===== src/rtl/lsu_ctrl_pkg.sv =====
// Shared definitions for the load/store controller.
//   - funct3 access-size encodings (LDST_*)
//   - FSM state enum
//   - byte-lane mask constants and an access-width helper
package lsu_ctrl_pkg;

  localparam logic [2:0] LDST_B  = 3'd0;
  localparam logic [2:0] LDST_H  = 3'd1;
  localparam logic [2:0] LDST_W  = 3'd2;
  localparam logic [2:0] LDST_BU = 3'd4;
  localparam logic [2:0] LDST_HU = 3'd5;

  typedef enum logic [2:0] {
    StIdle,
    StLoad,
    StRmwRd,
    StWrite,
    StDone
  } lsu_state_e;

  // Lane masks at lane 0; shifted by 8*addr[1:0] to reach the target lane.
  localparam logic [31:0] ByteLaneMask = 32'h0000_00ff;
  localparam logic [31:0] HalfLaneMask = 32'h0000_ffff;

  // Bytes touched by an access; 0 flags an illegal size encoding.
  function automatic logic [2:0] access_bytes(input logic [2:0] size);
    logic [2:0] n;
    case (size)
      LDST_B, LDST_BU: n = 3'd1;
      LDST_H, LDST_HU: n = 3'd2;
      LDST_W:          n = 3'd4;
      default:         n = 3'd0;
    endcase
    return n;
  endfunction

endpackage


===== src/rtl/lsu_lane_align.sv =====
// Combinational byte-lane alignment for the load/store controller.
//   size_i       funct3 access size
//   offset_i     byte offset within the word (addr[1:0])
//   old_word_i   word read from data memory
//   new_data_i   right-aligned store data
//   load_data_o  selected lane, sign- or zero-extended
//   store_word_o old_word_i with the store lane(s) replaced by new_data_i
module lsu_lane_align
  import lsu_ctrl_pkg::*;
(
  input  logic [2:0]  size_i,
  input  logic [1:0]  offset_i,
  input  logic [31:0] old_word_i,
  input  logic [31:0] new_data_i,
  output logic [31:0] load_data_o,
  output logic [31:0] store_word_o
);

  logic [4:0]  shamt;
  logic [15:0] lane_data;
  logic [31:0] lane_mask;

  assign shamt     = {offset_i, 3'b000};
  // Halfword accesses are 2-byte aligned, so the shift always lands the half in [15:0].
  assign lane_data = 16'(old_word_i >> shamt);

  always_comb begin
    load_data_o = '0;
    case (size_i)
      LDST_B:  load_data_o = {{24{lane_data[7]}}, lane_data[7:0]};
      LDST_H:  load_data_o = {{16{lane_data[15]}}, lane_data[15:0]};
      LDST_W:  load_data_o = old_word_i;
      LDST_BU: load_data_o = {24'b0, lane_data[7:0]};
      LDST_HU: load_data_o = {16'b0, lane_data[15:0]};
      default: load_data_o = '0;
    endcase
  end

  always_comb begin
    lane_mask = '1;
    case (size_i)
      LDST_B, LDST_BU: lane_mask = ByteLaneMask << shamt;
      LDST_H, LDST_HU: lane_mask = HalfLaneMask << shamt;
      default:         lane_mask = '1;
    endcase
  end

  assign store_word_o = (old_word_i & ~lane_mask) | ((new_data_i << shamt) & lane_mask);

endmodule


===== src/rtl/lsu_ctrl.sv =====
// Load/store controller between the core memory stage and a word-wide data memory.
// Sub-word stores are done as read-modify-write since the memory writes whole words.
//   clk, rst            clock, synchronous active-high reset
//   core_req_i/we_i     request strobe and direction (1 = store)
//   core_size_i         funct3 size (B/H/W/BU/HU)
//   core_addr_i         byte address
//   core_wdata_i        right-aligned store data
//   core_rdata_o        last extended load result
//   core_stall_o        core holds its request while high
//   core_done_o/err_o   one-cycle completion pulse and error flag
//   mem_req_o/we_o      data memory strobe and write enable
//   mem_addr_o          word-aligned memory address
//   mem_wdata_o         memory write word
//   mem_rdata_i         combinational memory read data
module lsu_ctrl
  import lsu_ctrl_pkg::*;
#(
  parameter int unsigned MEM_BYTES = 1024,
  parameter int unsigned ADDR_W    = 32
) (
  input  logic              clk,
  input  logic              rst,
  input  logic              core_req_i,
  input  logic              core_we_i,
  input  logic [2:0]        core_size_i,
  input  logic [ADDR_W-1:0] core_addr_i,
  input  logic [31:0]       core_wdata_i,
  output logic [31:0]       core_rdata_o,
  output logic              core_stall_o,
  output logic              core_done_o,
  output logic              core_err_o,
  output logic              mem_req_o,
  output logic              mem_we_o,
  output logic [ADDR_W-1:0] mem_addr_o,
  output logic [31:0]       mem_wdata_o,
  input  logic [31:0]       mem_rdata_i
);

  localparam logic [ADDR_W:0] MemLimit = (ADDR_W + 1)'(MEM_BYTES);

  lsu_state_e        state_q;
  logic [2:0]        size_q;
  logic [ADDR_W-1:0] addr_q;
  logic [31:0]       wdata_q;  // store data, replaced by the merged word in RMW_RD
  logic [31:0]       rdata_q;
  logic              err_q;

  logic [31:0]       load_data;
  logic [31:0]       store_word;
  logic [2:0]        req_bytes;
  logic [ADDR_W:0]   req_end;
  logic              req_misaligned;
  logic              req_oor;
  logic              req_bad;
  logic              mem_active;

  // Legality of the incoming request; one extra address bit keeps addr + bytes from wrapping.
  always_comb begin
    req_bytes      = access_bytes(core_size_i);
    req_misaligned = ((core_size_i == LDST_H || core_size_i == LDST_HU) && core_addr_i[0]) ||
                     (core_size_i == LDST_W && core_addr_i[1:0] != 2'b00);
    req_end        = {1'b0, core_addr_i} + {{(ADDR_W - 2){1'b0}}, req_bytes};
    req_oor        = req_end > MemLimit;
    req_bad        = (req_bytes == 3'd0) || req_misaligned || req_oor;
  end

  lsu_lane_align u_lane_align (
    .size_i       (size_q),
    .offset_i     (addr_q[1:0]),
    .old_word_i   (mem_rdata_i),
    .new_data_i   (wdata_q),
    .load_data_o  (load_data),
    .store_word_o (store_word)
  );

  always_ff @(posedge clk) begin
    if (rst) begin
      state_q <= StIdle;
      size_q  <= '0;
      addr_q  <= '0;
      wdata_q <= '0;
      rdata_q <= '0;
      err_q   <= 1'b0;
    end else begin
      unique case (state_q)
        StIdle: begin
          if (core_req_i) begin
            size_q  <= core_size_i;
            addr_q  <= core_addr_i;
            wdata_q <= core_wdata_i;
            err_q   <= req_bad;
            if (req_bad) begin
              state_q <= StDone;
            end else if (!core_we_i) begin
              state_q <= StLoad;
            end else if (core_size_i == LDST_W) begin
              state_q <= StWrite;
            end else begin
              state_q <= StRmwRd;
            end
          end
        end
        StLoad: begin
          rdata_q <= load_data;
          state_q <= StDone;
        end
        StRmwRd: begin
          wdata_q <= store_word;
          state_q <= StWrite;
        end
        StWrite: state_q <= StDone;
        StDone:  state_q <= StIdle;
        default: state_q <= StIdle;
      endcase
    end
  end

  assign mem_active   = (state_q == StLoad) || (state_q == StRmwRd) || (state_q == StWrite);
  assign mem_req_o    = mem_active;
  assign mem_we_o     = (state_q == StWrite);
  assign mem_addr_o   = mem_active ? {addr_q[ADDR_W-1:2], 2'b00} : '0;
  assign mem_wdata_o  = (state_q == StWrite) ? wdata_q : '0;
  assign core_stall_o = ((state_q == StIdle) && core_req_i) || mem_active;
  assign core_done_o  = (state_q == StDone);
  assign core_err_o   = (state_q == StDone) && err_q;
  assign core_rdata_o = rdata_q;

endmodule


===== config.mk =====
export PLATFORM = sky130hd
export DESIGN_NAME = lsu_ctrl
export DESIGN_NICKNAME = d
export VERILOG_FILES = /design/src/rtl/lsu_ctrl_pkg.sv /design/src/rtl/lsu_lane_align.sv /design/src/rtl/lsu_ctrl.sv
export SDC_FILE = /design/constraint.sdc
export NUM_CORES = 1
export LEC_CHECK = 0
export ABC_AREA = 1
export CAP_MARGIN = 20
export CORE_ASPECT_RATIO = 0.5
export CORE_MARGIN = 5
export CORE_UTILIZATION = 48
export DETAILED_ROUTE_END_ITERATION = 8
export GPL_ROUTABILITY_DRIVEN = 0
export MAX_ROUTING_LAYER = met4
export PLACE_DENSITY = 0.92
export REMOVE_ABC_BUFFERS = 1
export SLEW_MARGIN = 20
export SYNTH_ARGS = -nofsm -noshare
export SYNTH_HDL_FRONTEND = slang
export SYNTH_SLANG_ARGS = --single-unit

===== constraint.sdc =====
create_clock -name clk -period 4.1 [get_ports clk]
set_clock_uncertainty 0.1 [all_clocks]
set_input_delay 1.23 -clock clk [delete_from_list [all_inputs] [get_ports clk]]
set_output_delay 1.23 -clock clk [all_outputs]
set_load 0.1 [all_outputs]

==> out/results.ini <==
[critical_path]
critical_path.cell_chain = clkdlybuf4s50_1 -> inv_1 -> nor2_2 -> clkinv_1 -> nand2_1 -> buf_12
cpMaxStageDelayCell = clkdlybuf4s50_1
cp_max_fo = 4
cp-end-kind = output pin
max_stage_delay_ns = 0.45
cpLargestDelayFamily = buffers and inverters
critPathBufInv = 4
critPathKind = in2out
required_ns = 2.77
start_kind = input pin
crit_arrival_ns = 2.52

[status]
status = complete, no violations

[synth]
netlist_area_um2 = 6640
syn_inst = 1098
yosys_warnings = 0
avgSynthCellArea_um2 = 6.05
ys_ff_latch = 103
ys_seq_area_frac = 0.310
ys_types = 41

[timing]
setup_ws_ns = 0.250
hold_viol_final = 0
finalSetupViolations = 0
finalCriticalPeriod_ns = 3.85
slew_violations = 0
timing.fmax_ghz = 0.260
fin_crit_sh = 0.939
worst_slew_pin_slew_ns = 1.01
slew_headroom = 0.324
grt_setup_unrepaired = no

[routing]
first_iter_violations = 932
routed_wl_um = 23600
wl_per_cell_um = 16.2
drt-pass1-iter-count = 6
vias = 8291
drc = 0
via_per_inst = 5.67
antenna_left = 0

[power]
intPower_mw = 1.81
comb_power_share = 0.223
power.density_nw_per_um2 = 296
leakagePower_nw = 3.85
finalPower_mw = 2.62
swShare = 0.309
switchingPower_uw = 811
seqPwrFrac = 0.415
pwr-share-clk = 0.362
ir_drop_v = 0.000184

[floorplan]
rows = 30
die_width_um = 176
ios = 204
initial_utilization = 0.490
die-area_um2 = 16400
die-height_um = 93.2
core_area_um2 = 13600

[cells_and_area]
most-common-layout-cells = 221 x nand2_1, 152 x nor2_1, 150 x inv_1
drive_above_1_share = 0.125
syn_to_final_growth_pct = 33.3
final_common_cell = nand2_1
layout.nets = 1371

[cts]
cts_setup_buffers = 0
clockBufferDepth = 2
cts.clk_slew.worst_paths_ns = 0.07
clk_latency_ns = 0.35
ctsHoldBuffers = 0
cts_tree = yes
clock_sinks = 103
cts_root_buf = clkbuf_16
cts_resized = 0
htreeDepth = 3
numCtsBuffers = 9

[global_route]
use_met1 = 0.341
top_usage_layer = met2
grt_start_max_net_pins = 60
grt_overflow = 0
antenna_found_initial = 1
met2_usage = 0.484
grt_pass1_vias = 7864
grt_first_pass_wirelength_um = 37400
track_usage = 0.285
use_met3 = 0.0598

[worst_hold_path]
worstHoldPathType = reg2reg

[placement]
dpl.hpwl_um = 17900
preCtsSetupSlack_ns = -0.000611
io_buffers = 201

[job]
cap_violations = 0

## logic make-up (layout without fill, tap and decap cells)
family          after synthesis  after routing  synth area share
flops                       103            103             0.310
buf+inv                     218            388             0.126
compound gates              319            319             0.268
other cells                   1              3          0.000565
simple gates                446            446             0.277
xor+xnor                      7              7           0.00923
fa+ha+maj                     4              4           0.00867
## power by group through the flow
stage,registers [mW],logic (mW),clock network [mW]
final,1.09,0.585,0.949
after global placement,1.10,0.546,0
after floorplan,1.10,0.313,0
after CTS,1.08,0.566,0.952
after global routing,1.09,0.635,0.991
after detailed placement,1.11,0.561,0
## through the flow
step,hold WS [ns],cells,area (µm²),utilization,TNS [ns]
global placement,0.338,1445,8520,0.629,0
finish,0.356,1462,8850,0.653,0
global route,0.375,1462,8850,0.653,0
CTS,0.356,1461,8840,0.653,0
detailed placement,0.345,1445,8520,0.629,-0.000611
floorplan,0.332,1037,6390,-,-81.30
## routing by layer
metal	share of wire	vias to the layer above	routed length, µm
met5	0	-	0
li1	-	3917	-
met3	0.10	86	2480
met4	0.030	0	710
met1	0.39	3754	9340
met2	0.47	534	11100
## cells in the mapped netlist (all sizes together)
master   count  area [µm²]
a211oi       2        15.0
a21oi      133         673
a221oi      16         140
a22oi        8        60.1
a31oi       14        87.6
and2         2        12.5
buf         15        76.3
clkbuf      47         176
clkinv       2        7.51
conb         1        3.75
dfxtp      103        2060
fa           1        20.0
ha           3        37.5
inv        154         578
nand2      226         861
nand3       32         170
nand3b       8        60.1
nand4        8        50.1
nor2       164         651
nor3         5        30.0
nor4         1        6.26
o2111ai      2        17.5
o211ai       6        45.0
o21a         1        7.51
o21ai      118         594
o21bai       1        7.51
o221ai       7        61.3
o22ai       11        68.8
xnor2        2        17.5
xor2         5        43.8
## final cells by class
type / count / area, µm²
clock inverters: 7 / 96.3
clock buffers: 9 / 225
fillers: 1199 / 4700
multi-input cells: 778 / 3760
diodes: 1 / 2.50
inverters: 156 / 586
repair buffers: 216 / 1880
well taps: 192 / 240
flip-flops and latches: 103 / 2060
## worst paths after layout
path / startpoint / end / slack, ns / depth (start not counted)
worst max-delay path: core_req_i / core_stall_o / 0.25 / 6
worst min-delay path: addr_q[25] / addr_q[25] / 0.36 / 2
worst max register to register: addr_q[0] / core_rdata_o[20] / 1.14 / 10
worst min register to register: addr_q[25] / addr_q[25] / 0.36 / 2
## worst register-to-register path: cells and delay by family (launching register included)
family	cells	cell delay (ns)
compound gates	3	0.73
buf+inv	2	0.41
flops	1	0.72
simple gates	5	0.94
(Power assumes the default switching activity.)
